## config.mk

```make
export PLATFORM = sky130hd
export DESIGN_NAME = rf_snapshot_reader
export DESIGN_NICKNAME = d
export VERILOG_FILES = /design/src/rtl/rf_snapshot_reader_pkg.sv /design/src/rtl/rf_snapshot_reader_addr_counter.sv /design/src/rtl/rf_snapshot_reader.sv
export SDC_FILE = /design/constraint.sdc
export NUM_CORES = 1
export LEC_CHECK = 0
export ABC_AREA = 0
export BUFFER_PORTS_ARGS = -buffer_cell sky130_fd_sc_hd__buf_2
export CAP_MARGIN = 0
export CORE_ASPECT_RATIO = 0.75
export CORE_MARGIN = 4
export CORE_UTILIZATION = 49
export DETAILED_ROUTE_END_ITERATION = 8
export GPL_TIMING_DRIVEN = 1
export PLACE_DENSITY = 0.81
export SLEW_MARGIN = 15
export SYNTH_ARGS = -nofsm -noshare
export SYNTH_HDL_FRONTEND = slang
export SYNTH_SLANG_ARGS = --single-unit
```

## constraint.sdc

```tcl
create_clock -name clk -period 2.3 [get_ports clk]
set_input_delay 0.46 -clock clk [delete_from_list [all_inputs] [get_ports clk]]
set_output_delay 0.46 -clock clk [all_outputs]
set_load 0.02 [all_outputs]
```

## src/rtl/rf_snapshot_reader_pkg.sv

```systemverilog
`default_nettype none
// ============================================================================
// Package    : rf_pkg
// Description: Shared widths and the read-walker state type for the
//              register-file snapshot reader.
// Revision   : 1.0
// ============================================================================
package rf_pkg;

  localparam int RF_ADDR_W = 5;
  localparam int RF_DATA_W = 8;

  typedef enum logic [1:0] {
    IDLE  = 2'd0,
    FETCH = 2'd1,
    SEND  = 2'd2,
    FIN   = 2'd3
  } rf_rd_state_t;

endpackage
`default_nettype wire

```

## src/rtl/rf_snapshot_reader_addr_counter.sv

```systemverilog
`default_nettype none
// ============================================================================
// Module     : rf_addr_counter
// Description: Walk-address counter. Loads the first address and latches the
//              last address together, increments with natural wrap, and flags
//              when the current address is the last one of the range.
// Revision   : 1.0
// ============================================================================
module rf_addr_counter
  import rf_pkg::*;
#(
  parameter int ADDR_W = RF_ADDR_W
) (
  input  logic              clk,
  input  logic              rst_n,
  input  logic              load_i,
  input  logic              inc_i,
  input  logic [ADDR_W-1:0] first_i,
  input  logic [ADDR_W-1:0] last_i,
  output logic [ADDR_W-1:0] cur_o,
  output logic              at_last_o
);

  localparam logic [ADDR_W-1:0] C_ONE = {{(ADDR_W-1){1'b0}}, 1'b1};

  logic [ADDR_W-1:0] cur_q, cur_d;
  logic [ADDR_W-1:0] last_q, last_d;

  // Next-state: load wins over increment; increment wraps modulo 2^ADDR_W.
  always_comb begin
    cur_d  = cur_q;
    last_d = last_q;
    if (load_i) begin
      cur_d  = first_i;
      last_d = last_i;
    end else if (inc_i) begin
      cur_d  = cur_q + C_ONE;
    end
  end

  // Counter and range-end registers.
  always_ff @(posedge clk or negedge rst_n) begin
    if (!rst_n) begin
      cur_q  <= '0;
      last_q <= '0;
    end else begin
      cur_q  <= cur_d;
      last_q <= last_d;
    end
  end

  assign cur_o     = cur_q;
  assign at_last_o = (cur_q == last_q);

endmodule
`default_nettype wire

```

## src/rtl/rf_snapshot_reader.sv

```systemverilog
`default_nettype none
// ============================================================================
// Module     : rf_snapshot_reader
// Description: Walks a register-file address range on START and streams each
//              value, tagged with its address, over a valid/ready byte port.
//              Read-only towards the register file.
// Revision   : 1.0
// ============================================================================
module rf_snapshot_reader
  import rf_pkg::*;
#(
  parameter int ADDR_W = RF_ADDR_W,
  parameter int DATA_W = RF_DATA_W
) (
  input  logic              clk,
  input  logic              RST_N,
  input  logic              START,
  input  logic              ABORT,
  input  logic [ADDR_W-1:0] FIRST_ADR,
  input  logic [ADDR_W-1:0] LAST_ADR,
  output logic [ADDR_W-1:0] RD_ADR,
  input  logic [DATA_W-1:0] RD_DATA,
  output logic [DATA_W-1:0] TX_DATA,
  output logic [ADDR_W-1:0] TX_ADR,
  output logic              TX_VALID,
  input  logic              TX_READY,
  output logic              BUSY,
  output logic              DONE
);

  rf_rd_state_t      state_q;
  logic [DATA_W-1:0] tx_data_q;
  logic [ADDR_W-1:0] tx_adr_q;
  logic              tx_valid_q;
  logic              busy_q;
  logic              done_q;

  logic [ADDR_W-1:0] w_cur;
  logic              w_at_last;
  logic              w_load;
  logic              w_inc;

  // Range is latched only on an accepted START (ABORT beats START in IDLE);
  // the address advances only on a handshake that is not the final byte.
  assign w_load = (state_q == IDLE) && START && !ABORT;
  assign w_inc  = (state_q == SEND) && !ABORT && TX_READY && !w_at_last;

  rf_addr_counter #(
    .ADDR_W (ADDR_W)
  ) u_addr_counter (
    .clk       (clk),
    .rst_n     (RST_N),
    .load_i    (w_load),
    .inc_i     (w_inc),
    .first_i   (FIRST_ADR),
    .last_i    (LAST_ADR),
    .cur_o     (w_cur),
    .at_last_o (w_at_last)
  );

  // Walker FSM with registered outputs; ABORT in any active state returns to
  // IDLE ahead of any handshake, and DONE is a single-cycle pulse in FIN.
  always_ff @(posedge clk or negedge RST_N) begin
    if (!RST_N) begin
      state_q    <= IDLE;
      tx_data_q  <= '0;
      tx_adr_q   <= '0;
      tx_valid_q <= 1'b0;
      busy_q     <= 1'b0;
      done_q     <= 1'b0;
    end else begin
      done_q <= 1'b0;
      case (state_q)
        IDLE: begin
          if (START && !ABORT) begin
            state_q <= FETCH;
            busy_q  <= 1'b1;
          end
        end
        FETCH: begin
          if (ABORT) begin
            state_q    <= IDLE;
            tx_valid_q <= 1'b0;
            busy_q     <= 1'b0;
          end else begin
            tx_data_q  <= RD_DATA;
            tx_adr_q   <= w_cur;
            tx_valid_q <= 1'b1;
            state_q    <= SEND;
          end
        end
        SEND: begin
          if (ABORT) begin
            state_q    <= IDLE;
            tx_valid_q <= 1'b0;
            busy_q     <= 1'b0;
          end else if (TX_READY) begin
            tx_valid_q <= 1'b0;
            if (w_at_last) begin
              state_q <= FIN;
              done_q  <= 1'b1;
            end else begin
              state_q <= FETCH;
            end
          end
        end
        FIN: begin
          state_q <= IDLE;
          busy_q  <= 1'b0;
        end
        default: begin
          state_q    <= IDLE;
          tx_valid_q <= 1'b0;
          busy_q     <= 1'b0;
        end
      endcase
    end
  end

  // The walk address doubles as the register-file read address and simply
  // holds its last value once the walker is idle.
  assign RD_ADR   = w_cur;
  assign TX_DATA  = tx_data_q;
  assign TX_ADR   = tx_adr_q;
  assign TX_VALID = tx_valid_q;
  assign BUSY     = busy_q;
  assign DONE     = done_q;

endmodule
`default_nettype wire

```

==> tab_implementation.tex <==
\begin{tabular}{lr}
\hline
Metric & Value \\
\hline
\multicolumn{2}{l}{\textbf{Setup path}} \\
Kind of critical path & flip-flop to flip-flop \\
Flop2flop setup slack & 0.59 ns \\
Worst setup EP type & flip-flop \\
Highest cell delay on the worst timing path & 0.45 ns \\
Library cell contributing the largest single delay on the critical path & sky130\_fd\_sc\_hd\_\_mux2\_2 \\
Worst reg2reg endpoint & u\_addr\_counter.last\_q[0]\$\_DFFE\_PN0P\_ \\
Buffering stage count on the worst path with inverters included & 1 \\
Worst EP arrival & 1.92 ns \\
Critical path required time & 2.51 ns \\
Maximum fanout along the worst path & 15 \\
Crit path max-delay family & multiplexers \\
Cells along the critical path & inv\_1 > ha\_1 > nand3\_1 > mux2\_2 \\
Register-to-Register Path Depth & 4 \\
Startpoint kind of the worst setup timing path & flip-flop \\
Startpoint of the most critical register-to-register path & state\_q[0]\$\_DFFE\_PN0P\_ \\
\multicolumn{2}{l}{\textbf{Floorplan}} \\
Boundary Pins & 44 \\
Die ar. & 0.00354 sq mm \\
Core Region & around 0.0024 sq mm \\
Starting utilization of the core area & 0.540 \\
Cell Rows & 15 \\
Die Span Y & 52.5 um \\
Horiz. Die Dim & 67.4 um \\
\multicolumn{2}{l}{\textbf{Layout}} \\
Final Net Count & 181 \\
Fraction of layout cells with a size suffix above 1 & 0.461 \\
Utilization after layout & 0.668 \\
Ant diodes & 0 \\
Area growth from synthesis to layout & 23.8\% \\
\multicolumn{2}{l}{\textbf{Global route}} \\
M3 GR Usage & 0.0472 \\
Number of antenna violations at the first check in global routing & 0 \\
Most heavily used metal layer in global routing & met2 \\
First-pass GRT wire length & about 4100 um \\
GRT met1 Usage & 0.216 \\
Global-route met2 utilization & 0.245 \\
Number of global-route vias before repair & between 800 and 900 \\
Aggregate global-route resource usage & 0.155 \\
Gr ovfl total & 0 \\
Pin count of the biggest net entering global routing & 29 \\
\multicolumn{2}{l}{\textbf{Outcome}} \\
Outcome & completed \\
\multicolumn{2}{l}{\textbf{Route}} \\
Average routed wire per standard cell & roughly 13 um \\
Total detailed-routing wirelength & 2450 um \\
Drt pass-1 iters & 4 \\
Vias & 927 \\
Residual DRC & 0 \\
Via density & 4.98 \\
Antenna-violating nets left & 0 \\
First DRT Iteration DRCs & 15 \\
\multicolumn{2}{l}{\textbf{CTS}} \\
Clk\_lat worst skew & 0.32 ns \\
Maximum number of buffers from clock root to sink & 2 \\
Total CTS buffers & 3 \\
H-tree lvl count & 1 \\
CTS tree & done \\
Quantity of hold-fixing buffers added after cts & 0 \\
Cell at the root of the clock tree & sky130\_fd\_sc\_hd\_\_clkbuf\_4 \\
\# resized after CTS & 0 \\
Clock input transition at the sequential cells of the worst setup and hold paths & 0.14 ns \\
Number of sinks on the clock net & 28 \\
Post-CTS setup-driven buffer insertion count & 0 \\
\multicolumn{2}{l}{\textbf{Timing}} \\
Highest clock frequency the design can meet & just under 600 MHz \\
Endpoints failing hold & 0 \\
Final number of setup-violating endpoints & 0 \\
Fin crit share & 0.742 \\
Largest clock skew in the final design & 0.0108 ns \\
Tightest slew margin relative to the limit & 0.595 \\
Max-slew violation count & 0 \\
Setup TNS & 0 ns \\
Post-layout minimum cycle time & 1.71 ns \\
Pin slew with the least headroom to its limit & 0.606 ns \\
Unrepaired setup endpoints after global routing & no \\
\multicolumn{2}{l}{\textbf{Synth}} \\
Main flop type after synthesis & sky130\_fd\_sc\_hd\_\_dfrtp\_1 \\
Register bit count reported by yosys & 28 \\
FFs w/ async S/R, synth & 1.00 \\
Post-synthesis sequential area ratio & 0.541 \\
Number of flops mapped to enable cells by yosys & 0 \\
Number of cells produced by synthesis & 106 \\
Post-synth design cell area & 0.00130 sq mm \\
Synth Net Count & 134 \\
Post-synthesis area per instance & $\sim$12 sq um \\
Distinct cell type count after synthesis & 24 \\
Total of warnings raised by yosys & 0 \\
\multicolumn{2}{l}{\textbf{Placement}} \\
Global placement routability congestion & 0.746 \\
Detailed placer's ending HPWL & just under 2000 um \\
Port Buf Inserts & 43 \\
\multicolumn{2}{l}{\textbf{Worst hold path}} \\
Min-Delay Path Class & input pin to async pin \\
\multicolumn{2}{l}{\textbf{Run}} \\
Max\_cap viols & 0 \\
\multicolumn{2}{l}{\textbf{Pwr}} \\
Max IR drop VDD & 0.796 mV \\
Lkg Pwr & 0.759 nW \\
Power per cell area & 1460 mW/mm\^{}2 \\
\hline
\end{tabular}
worst reg2reg max path, delay by kind of cell, from the launching register on:
kind | cells | cell delay [ns]
multiplexers | 1 | 0.45
adder cells (fa/ha/maj) | 1 | 0.18
flip-flops | 1 | 0.41
AND/OR/NAND/NOR | 1 | 0.44
buffers and inverters | 1 | 0.12
cells in the mapped netlist (all sizes together) (2+ instances only):
| library cell | number | share of area |
|---|---|---|
| xnor2 | 4 | 0.027 |
| dfrtp | 28 | 0.54 |
| inv | 6 | 0.017 |
| xor2 | 5 | 0.034 |
| mux2 | 19 | 0.17 |
| nor2 | 8 | 0.025 |
| nand3 | 2 | 0.0077 |
| o21ai | 3 | 0.012 |
| a22o | 2 | 0.014 |
| nand2 | 3 | 0.0087 |
| nand4 | 2 | 0.0097 |
| ha | 5 | 0.048 |
| a21oi | 10 | 0.042 |
power by group:
group | internal (W) | leakage (nW) | total, W | switching (W)
logic | 0.000498 | 0.404 | 0.00112 | 0.000619
registers | 0.000731 | 0.327 | 0.000916 | 0.000185
clock network | 0.000176 | 0.0279 | 0.000308 | 0.000132
total | 0.00141 | 0.759 | 0.00234 | 0.000936
area by class of cell:
cell class,count,area [sq um]
Clock inverter,1,30.0
Clock buffer,3,22.5
Inverter,6,22.5
Sequential cell,28,701
Multi-Input combinational cell,70,564
Timing Repair Buffer,44,223
Tap cell,34,42.5
Fill cell,210,797
placed cells by master, fill, tap and decap left out, types with 2 or more instances in the layout:
master                     instances
sky130_fd_sc_hd__a22o_1            2
sky130_fd_sc_hd__nand3_1           2
sky130_fd_sc_hd__ha_1              5
sky130_fd_sc_hd__mux2_2           19
sky130_fd_sc_hd__a21oi_1           9
sky130_fd_sc_hd__inv_1             6
sky130_fd_sc_hd__nand2_1           3
sky130_fd_sc_hd__nor2_1            7
sky130_fd_sc_hd__clkbuf_4          3
sky130_fd_sc_hd__buf_2            43
sky130_fd_sc_hd__nand4_1           2
sky130_fd_sc_hd__dfrtp_1          28
sky130_fd_sc_hd__o21ai_0           3
sky130_fd_sc_hd__xor2_1            5
sky130_fd_sc_hd__xnor2_1           4
metal layers:
metal | share of wire | routed length (um)
met5 | 0 | 0
met4 | 0.0057 | 14
met3 | 0.073 | 179
met2 | 0.48 | 1180
met1 | 0.44 | 1080
stage by stage:
step	setup slack, ns	instance area [sq um]	hold slack [ns]	instances	total power [W]
floorplan	0.727	1300	0.164	106	0.00170
global placement	0.641	1550	0.483	182	0.00201
detailed placement	0.579	1550	0.489	182	0.00206
CTS	0.561	1610	0.134	186	0.00237
global route	0.434	1610	0.142	186	0.00253
finish	0.594	1610	0.113	186	0.00234
worst max path at each step:
stage / depth (start not counted) / endpoint / slack, ns / from
2_1_floorplan: 5 / TX_DATA[0]$_DFFE_PN0P_ / 0.73 / state_q[1]$_DFFE_PN0P_
3_3_place_gp: 4 / u_addr_counter.last_q[4]$_DFFE_PN0P_ / 0.64 / ABORT
3_5_place_dp: 4 / u_addr_counter.last_q[0]$_DFFE_PN0P_ / 0.58 / ABORT
4_1_cts: 4 / u_addr_counter.last_q[0]$_DFFE_PN0P_ / 0.56 / state_q[0]$_DFFE_PN0P_
5_1_grt: 4 / u_addr_counter.last_q[3]$_DFFE_PN0P_ / 0.43 / state_q[0]$_DFFE_PN0P_
6_report: 4 / u_addr_counter.last_q[0]$_DFFE_PN0P_ / 0.59 / state_q[0]$_DFFE_PN0P_
sequential cells by signal, summed over array words and instances (netlist names):
signal	cells
TX_ADR	5
DONE	1
state_q	2
BUSY	1
u_addr_counter.cur_o	5
u_addr_counter.last_q	5
TX_VALID	1
TX_DATA	8
cells by family (layout without fill, tap and decap cells):
| group | count (synthesis) | after routing | share of synthesized area |
|---|---|---|---|
| DFF | 28 | 28 | 0.541 |
| AOI/OAI and AO/OA | 17 | 17 | 0.0772 |
| and+or+nand+nor | 19 | 19 | 0.0763 |
| muxes | 20 | 20 | 0.173 |
| adders and majority gates | 5 | 5 | 0.0483 |
| xor gates and xnor gates | 9 | 9 | 0.0608 |
| buffers and inverters | 8 | 54 | 0.0241 |
Power figures use the tool's default switching activity.
